### config.mk
export PLATFORM = sky130hd
export DESIGN_NAME = tx_cmd_scheduler
export DESIGN_NICKNAME = d
export VERILOG_FILES = /design/src/rtl/tx_cmd_scheduler.sv
export SDC_FILE = /design/constraint.sdc
export NUM_CORES = 1
export LEC_CHECK = 0
export ABC_AREA = 1
export ABC_CLOCK_PERIOD_IN_PS = 2040
export CAP_MARGIN = 10
export CORE_AREA = 2 2 73 75
export CTS_CLUSTER_DIAMETER = 80
export CTS_CLUSTER_SIZE = 8
export DETAILED_ROUTE_END_ITERATION = 6
export DIE_AREA = 0 0 75 77
export PLACE_DENSITY_LB_ADDON = 0.05
export SYNTH_ARGS = -nofsm -noshare
export SYNTH_HDL_FRONTEND = slang
export SYNTH_SLANG_ARGS = --single-unit
export TNS_END_PERCENT = 100
### constraint.sdc
create_clock -name clk -period 2.04 [get_ports clk]
set_input_delay 0.51 -clock clk [delete_from_list [all_inputs] [get_ports clk]]
set_output_delay 0.51 -clock clk [all_outputs]
set_load 0.01 [all_outputs]
### src/rtl/tx_cmd_scheduler.sv
// Round-robin arbiter that shares one UART byte transmitter among NUM_REQ command sources,
// with a launch timeout and a minimum idle gap between bytes.
module tx_cmd_scheduler #(
  parameter int unsigned NUM_REQ    = 4,
  parameter int unsigned GAP_CYCLES = 100000,
  parameter int unsigned BUSY_TMO   = 16
) (
  input  logic                       clk,
  input  logic                       rst,
  input  logic [NUM_REQ-1:0]         req_valid,
  input  logic [8*NUM_REQ-1:0]       req_data,
  output logic [NUM_REQ-1:0]         req_ready,
  output logic [7:0]                 tx_data,
  output logic                       tx_start,
  input  logic                       tx_busy,
  output logic [$clog2(NUM_REQ)-1:0] grant_id,
  output logic                       tx_err
);

  localparam int unsigned ID_W    = $clog2(NUM_REQ);
  localparam int unsigned CNT_MAX = (GAP_CYCLES > BUSY_TMO) ? GAP_CYCLES : BUSY_TMO;
  localparam int unsigned CNT_W   = $clog2(CNT_MAX + 1);

  localparam logic [CNT_W-1:0] TMO_LAST  = CNT_W'(BUSY_TMO - 1);
  localparam logic [CNT_W-1:0] GAP_LAST  = CNT_W'(GAP_CYCLES - 1);
  localparam logic [ID_W-1:0]  LAST_INIT = ID_W'(NUM_REQ - 1);

  typedef enum logic [2:0] {
    IDLE,
    LAUNCH,
    WAIT_BUSY,
    WAIT_DONE,
    GAP
  } state_t;

  state_t             state;
  state_t             state_nx;
  logic [ID_W-1:0]    last_grant;
  logic [ID_W-1:0]    last_nx;
  logic [CNT_W-1:0]   cnt;
  logic [CNT_W-1:0]   cnt_nx;
  logic [NUM_REQ-1:0] ready_nx;
  logic [7:0]         data_nx;
  logic               start_nx;
  logic [ID_W-1:0]    id_nx;
  logic               err_nx;
  logic [ID_W-1:0]    win;
  logic               win_vld;
  logic [7:0]         data_arr [NUM_REQ];

  for (genvar g = 0; g < NUM_REQ; g++) begin : g_unpack
    assign data_arr[g] = req_data[8*g +: 8];
  end

  // First valid requester after the last one granted, wrapping around
  always_comb begin
    win     = last_grant;
    win_vld = 1'b0;
    for (int unsigned k = 1; k <= NUM_REQ; k++) begin
      if (!win_vld && req_valid[ID_W'((32'(last_grant) + k) % NUM_REQ)]) begin
        win     = ID_W'((32'(last_grant) + k) % NUM_REQ);
        win_vld = 1'b1;
      end
    end
  end

  // State and registered outputs; one shared counter serves both timeout and gap
  always_ff @(posedge clk) begin
    if (rst) begin
      state      <= IDLE;
      req_ready  <= '0;
      tx_start   <= 1'b0;
      tx_err     <= 1'b0;
      tx_data    <= '0;
      grant_id   <= '0;
      last_grant <= LAST_INIT;
      cnt        <= '0;
    end else begin
      state      <= state_nx;
      req_ready  <= ready_nx;
      tx_start   <= start_nx;
      tx_err     <= err_nx;
      tx_data    <= data_nx;
      grant_id   <= id_nx;
      last_grant <= last_nx;
      cnt        <= cnt_nx;
    end
  end

  always_comb begin
    state_nx = state;
    case (state)
      IDLE:      if (win_vld) state_nx = LAUNCH;
      LAUNCH:    state_nx = WAIT_BUSY;
      WAIT_BUSY: begin
        if (tx_busy)              state_nx = WAIT_DONE;
        else if (cnt == TMO_LAST) state_nx = GAP;
      end
      WAIT_DONE: if (!tx_busy) state_nx = GAP;
      GAP:       if (cnt == GAP_LAST) state_nx = IDLE;
      default:   state_nx = IDLE;
    endcase
  end

  always_comb begin
    ready_nx = '0;
    start_nx = 1'b0;
    err_nx   = 1'b0;
    data_nx  = tx_data;
    id_nx    = grant_id;
    last_nx  = last_grant;
    cnt_nx   = cnt;
    case (state)
      IDLE: begin
        if (win_vld) begin
          ready_nx[win] = 1'b1;
          start_nx      = 1'b1;
          data_nx       = data_arr[win];
          id_nx         = win;
          last_nx       = win;
        end
      end
      LAUNCH:    cnt_nx = '0;
      WAIT_BUSY: begin
        if (!tx_busy) begin
          if (cnt == TMO_LAST) begin
            err_nx = 1'b1;
            cnt_nx = '0;
          end else begin
            cnt_nx = cnt + CNT_W'(1);
          end
        end
      end
      // Held at zero so the gap always starts counting from 0
      WAIT_DONE: cnt_nx = '0;
      GAP:       cnt_nx = (cnt == GAP_LAST) ? '0 : cnt + CNT_W'(1);
      default:   cnt_nx = '0;
    endcase
  end

endmodule

==> results of run 1 <==
-- registers in the layout (all words and copies together), names as in the netlist --
signal and flops:
last_grant 2, tx_start 1, tx_data 8, req_ready 4
cnt 17, tx_err 1, grant_id 2, state 3
-- metal layers --
layer | vias up | part of all wire [%] | GRT usage [%]
li1 | 1320 | - | -
met2 | 50 | 51 | 37.11
met3 | 7 | 3.1 | 4.993
met1 | 1114 | 44 | 26.71
met5 | - | 0 | 0
met4 | 0 | 1.7 | 7.679
-- cells by family after synthesis --
| family | share of synthesized area, % |
|---|---|
| AO/OA/AOI/OAI | 6.467 |
| XOR/XNOR | 0.7244 |
| adder cells (fa/ha/maj) | 0.5172 |
| buffers and inverters | 8.226 |
| flip-flops | 31.45 |
| AND/OR/NAND/NOR | 52.61 |
-- power groups by stage --
stage / Combinational [W] / Clock, W / Sequential, W
after floorplan: 0.00180 / 0 / 0.00106
after global placement: 0.00272 / 0 / 0.00102
after detailed placement: 0.00276 / 0 / 0.00102
after CTS: 0.00277 / 0.000810 / 0.00101
after global routing: 0.00302 / 0.000841 / 0.00103
final: 0.00275 / 0.000801 / 0.00101
-- path summary, 6_finish.rpt --
| path | end | slack, ns | cells after the start |
|---|---|---|---|
| worst max-delay path | tx_data[7] | 0.16 | 14 |
| worst min-delay path | tx_data[5] | 0.46 | 2 |
| worst max register to register | cnt[16] | 0.25 | 8 |
| worst min register to register | tx_data[5] | 0.46 | 2 |
-- cells in the final DEF (no fill, tap or decap), drive strengths merged --
master         count
a211oi             1
a21oi             14
buf               18
bufinv             2
clkbuf             6
clkdlybuf4s50     54
clkinv             1
dfxtp             38
ha                 1
inv               35
nand2            109
nand3             70
nand4              9
nor2              27
nor3              18
nor4               4
o211ai             1
o21ai             12
or2                2
xnor2              1
xor2               1
-- through the flow --
step / setup TNS [ns] / cells / utilization (%)
floorplan: 0 / 350 / -
global placement: -1.023 / 486 / 63.55
detailed placement: -1.770 / 486 / 63.55
CTS: 0 / 494 / 66.42
global route: 0 / 494 / 66.42
finish: 0 / 494 / 66.42
-- cell type report --
class	count	area share [%]
inverter	36	4.315
sequential	38	23.01
clock buffer	6	2.498
tap	70	2.650
timing repair buffer	72	21.57
clock inverter	2	1.817
multi-input combinational	270	44.13
-- worst max-delay path: cells and delay by family --
kind,cells,cell delay (ns)
AND/OR/NAND/NOR,12,0.98
buffers and inverters,2,0.58
==> metrics.yaml, run 1 <==
crit_path_end_kind: "register"
yosysWarnings: 0
fill_cells: 428
num_rows: 26
grt_max_degree: 13
dpl.hpwl_um: 4728
ys_ff_latch: 38
core-area_mm2: 0.004977
post-route-min-period_ns: 1.881
nNetsFinal: 463
critPathKind: "in2reg"
first_global_vias: 2373
cts_tree: "yes"
pwr-share-comb_pct: 60.3
antenna_left: 0
antenna_found_initial: 0
synthDominantCellAreaShare_pct: 31.45
synth_cells: 350
p_int_w: 0.002561
cp-startpoint: "req_valid[2]"
htreeDepth: 2
timing.fmax_mhz: 531.7
min_path_type: "reg2reg"
seq_area_frac_synth_pct: 31.45
cp_data_arrival_time_ns: 2.07
max_stage_delay_ns: 0.51
synth_area_leaders: "dfxtp_1 31%, nand2_1 13%, nand3_1 12%"
synth_edf_count: 0
rsz0062_at_grt: "no"
slew_viol_final: 0
holdWs_ns: 0.4579
cp_max_fo: 10
async_reset_ff_share_pct: 0
hp-start: "tx_data[5]"
syn2layout_area_growth_pct: 36.68
min_period_over_period_pct: 92.20
synth.most_common_cell: "nand2_1"
layout_setup_ws_ns: 0.1592
synth_common_cells: "84 x nand2_1, 58 x nand3_1, 38 x dfxtp_1, 27 x inv_1, 25 x nor2_1"
pwr-share-seq_pct: 22.1
slew_headroom_pct: 74.39
r2r_start: "cnt[0]"
first_pass_iters: 4
dpl_worst_slack_ns: -0.1540
clockBufferDepth: 2
p_total_w: 0.004561
drtIter0Drc: 115
ys_types: 35
fin_skew_ns: 0.002013
start_kind: "input port"
clk_pin_slew_ns: 0.08
worst_slew_pin_slew_ns: 0.3812
wl_per_cell_um: 11.89
multiInputGateArea_mm2: 0.001459
grt_pass1_wl_um: 10010
die_h_um: 77
cts.sinks: 38
fp.dieW_um: 75
finalHoldViolations: 0
yosysTopAreaCell: "dfxtp_1"
maxCapViolCount: 0
finalSetupViolations: 0
portBuffers: 54
vias_per_cell: 5.043
route.detailed.drc: 0
layout-drive-gt1-share_pct: 19.34
synth-main-ff-cell: "dfxtp_1"
switching_share_pct: 43.85
grt.overflow.total: 0
ir_worst_vdd_v: 0.0009915
powerDensity_mw_per_mm2: 1380
outcome: "complete, no violations"
syn_avg_cell_area_um2: 6.910
syn_nets: 390
root_buffer: "clkbuf_8"
power_leakage_nw: 1.396
syn_area_mm2: 0.002419
initial_core_util_pct: 48.59
regArea_um2: 760.7
place.gp.congestion: 0.8572
place_area_mm2: 0.003163
hold_buffers: 0
power.switching_w: 0.002000
clock_latency_ns: 0.30
design_area_mm2: 0.003306
path_cells: "clkdlybuf4s50_1, nand2_1, nand2_2, nand2_1, nand2_2, nand2_4, nand2_4, nand2_4, nand2_4, inv_4, nand2_2, nand2_1, nand2_1, nand3_1"
post_cts_buffers: 0
cts-buffers-inserted: 5
ios: 55
cp_slowest_cell: "clkdlybuf4s50_1"
grt_usage_pct: 21.98
die_area_mm2: 0.005775
cts_resized: 0
p_clk_share_pct: 17.6
antennaDiodeCount: 0
vias: 2491
cp.required_ns: 2.23
routed_wl_um: 5875
Note: power is estimated with default switching activity, not from simulation.
==> run 2: changes to the inputs <==
- GPL_TIMING_DRIVEN: default -> 0
==> metrics.yaml, run 2 (synthesized netlist as in run 1, its figures left out) <==
pwr-share-seq_pct: 24.8  # +2.7 points
p_total_w: 0.004084  # -10%
critPathBufInv: 3  # +1
place.gp.congestion: 0.8961  # +4.5%
portBuffers: 54  # unchanged
htreeDepth: 2  # unchanged
post-route-min-period_ns: 1.916  # +0.03541 ns
maxCapViolCount: 0  # unchanged
syn2layout_area_growth_pct: 30.32
switching_share_pct: 47.77  # +3.9 points
r2r-end: "cnt[16]"
holdWs_ns: 0.4572  # -0.0007030 ns
crit_family: "buffers and inverters"
slew_headroom_pct: 66.85  # -7.5 points
post_cts_buffers: 0  # unchanged
cts-buffers-inserted: 5  # unchanged
min_period_over_period_pct: 93.93  # +1.7 points
crit_path_end_kind: "register"
whs_endpoint: "tx_data[6]"
finalHoldViolations: 0  # unchanged
die_h_um: 77  # unchanged
die_area_mm2: 0.005775  # unchanged
fp.dieW_um: 75  # unchanged
worst_slew_pin_slew_ns: 0.4926  # +0.1115 ns
path_cells: "clkdlybuf4s50_1, inv_1, o21ai_2, clkbuf_1, nor2_1, a21oi_1, nor3_1"
cp_data_arrival_time_ns: 2.10  # +0.03 ns
cts_resized: 0  # unchanged
power.switching_w: 0.001951  # -2.5%
vias_per_cell: 5.102  # +1.2%
clock_latency_ns: 0.29  # about the same
regMostFlops: "cnt"
dpl.hpwl_um: 4613  # -2.4%
r2r_start: "cnt[0]"
ios: 55  # unchanged
p_clk_share_pct: 13.0  # -4.6 points
critPathKind: "in2reg"
mostFrequentLayoutCells: "84 x nand2_1, 58 x nand3_1, 54 x clkdlybuf4s50_1, 38 x dfxtp_1, 27 x inv_1"
slew_viol_final: 0  # unchanged
antenna_found_initial: 0  # unchanged
hold_buffers: 0  # unchanged
grt.overflow.total: 0  # unchanged
layout-drive-gt1-share_pct: 16.50  # -2.8 points
routed_wl_um: 5933  # +0.99%
grt_usage_pct: 22.12  # +0.14 points
reg_top3: "cnt x17, tx_data x8, req_ready x4"
timing.fmax_mhz: 521.9  # -1.8%
min_delay_path_depth: 2  # unchanged
root_buffer: "clkbuf_8"
clk_pin_slew_ns: 0.08  # about the same
finalSetupViolations: 0  # unchanged
fin_skew_ns: 0.009309  # +0.007295 ns
first_pass_iters: 4  # unchanged
first_global_vias: 2314  # -2.5%
num_rows: 26  # unchanged
outcome: "complete, no violations"
pwr-share-comb_pct: 62.2  # +1.9 points
power_leakage_nw: 1.326  # -5.0%
nNetsFinal: 451  # -2.6%
cts_tree: "yes"
vias: 2459  # -1.3%
core-area_mm2: 0.004977  # unchanged
powerDensity_mw_per_mm2: 1296  # -6.1%
initial_core_util_pct: 48.59  # unchanged
min_path_type: "reg2reg"
antennaDiodeCount: 0  # unchanged
grt_pass1_wl_um: 10230  # +2.2%
p_int_w: 0.002133  # -17%
antenna_left: 0  # unchanged
grt_max_degree: 12  # -1
clockBufferDepth: 2  # unchanged
hp-start: "tx_data[6]"
ir_worst_vdd_v: 0.0008281  # -16%
drtIter0Drc: 112  # -2.6%
wl_per_cell_um: 12.31  # +3.5%
worstRegToRegCells: 8  # unchanged
largest_reg_flops: 17  # unchanged
fill_cells: 483  # +13%
rsz0062_at_grt: "yes"
rrSetupSlack_ns: 0.22  # -0.03 ns
cp.required_ns: 2.22  # about the same
max_stage_delay_ns: 0.54  # +0.03 ns
route.detailed.drc: 0  # unchanged
layout_commonest_cell: "nand2_1"
start_kind: "input port"
cp_slowest_cell: "clkdlybuf4s50_1"
cts.sinks: 38  # unchanged
cp_max_fo: 10  # unchanged
[run 2: layer usage]
metal / part of all wire (%) / track usage [%]
met1: 46 / 28.18
met5: 0 / 0
met4: 0.86 / 6.250
met3: 3.7 / 3.811
met2: 50 / 37.46
[run 2: worst max-delay path by stage]
| stage | start | to | slack (ns) | cells after the start |
|---|---|---|---|---|
| floorplan | req_valid[1] | tx_data[4] | 0.50 | 11 |
| global placement | tx_busy | cnt[7] | -0.17 | 7 |
| detailed placement | tx_busy | cnt[7] | -0.17 | 7 |
| CTS | tx_busy | cnt[8] | 0.13 | 7 |
| global route | cnt[0] | cnt[16] | -0.01 | 8 |
| finish | tx_busy | cnt[8] | 0.12 | 7 |
[run 2: metrics by stage]
step | setup slack [ns] | setup TNS, ns | util, % | std cells | instance area, um2
global placement | -0.1682 | -2.958 | 61.21 | 474 | 3047
floorplan | 0.5013 | 0 | - | 350 | 2419
global route | -0.01337 | -0.01337 | 63.32 | 482 | 3152
finish | 0.1238 | 0 | 63.32 | 482 | 3152
detailed placement | -0.1707 | -3.165 | 61.21 | 474 | 3047
CTS | 0.1284 | 0 | 63.05 | 482 | 3138
[run 2: power by group through the flow]
stage | combinational (W) | sequential (W) | clock [W]
after detailed placement | 0.00252 | 0.00103 | 0
final | 0.00254 | 0.00101 | 0.000531
after floorplan | 0.00180 | 0.00106 | 0
after global placement | 0.00251 | 0.00103 | 0
after CTS | 0.00253 | 0.00101 | 0.000541
after global routing | 0.00281 | 0.00104 | 0.000574
[run 2: tightest hold or removal path, stage by stage (launching register included)]
cell and delay (ns):
dfxtp_1 0.31, nand2_1 0.06, nand2_1 0.04
[run 2: area by class of cell]
class	count	area, um2	share of cell area [%]
Sequential cell	38	760.7	24.14
Buffer	6	58.81	1.866
Inverter	36	142.6	4.526
Clock buffer	7	86.33	2.739
Clock inverter	1	5.005	0.1588
Multi-Input combinational cell	270	1470	46.65
Tap cell	70	87.58	2.779
Timing Repair Buffer	54	540.5	17.15
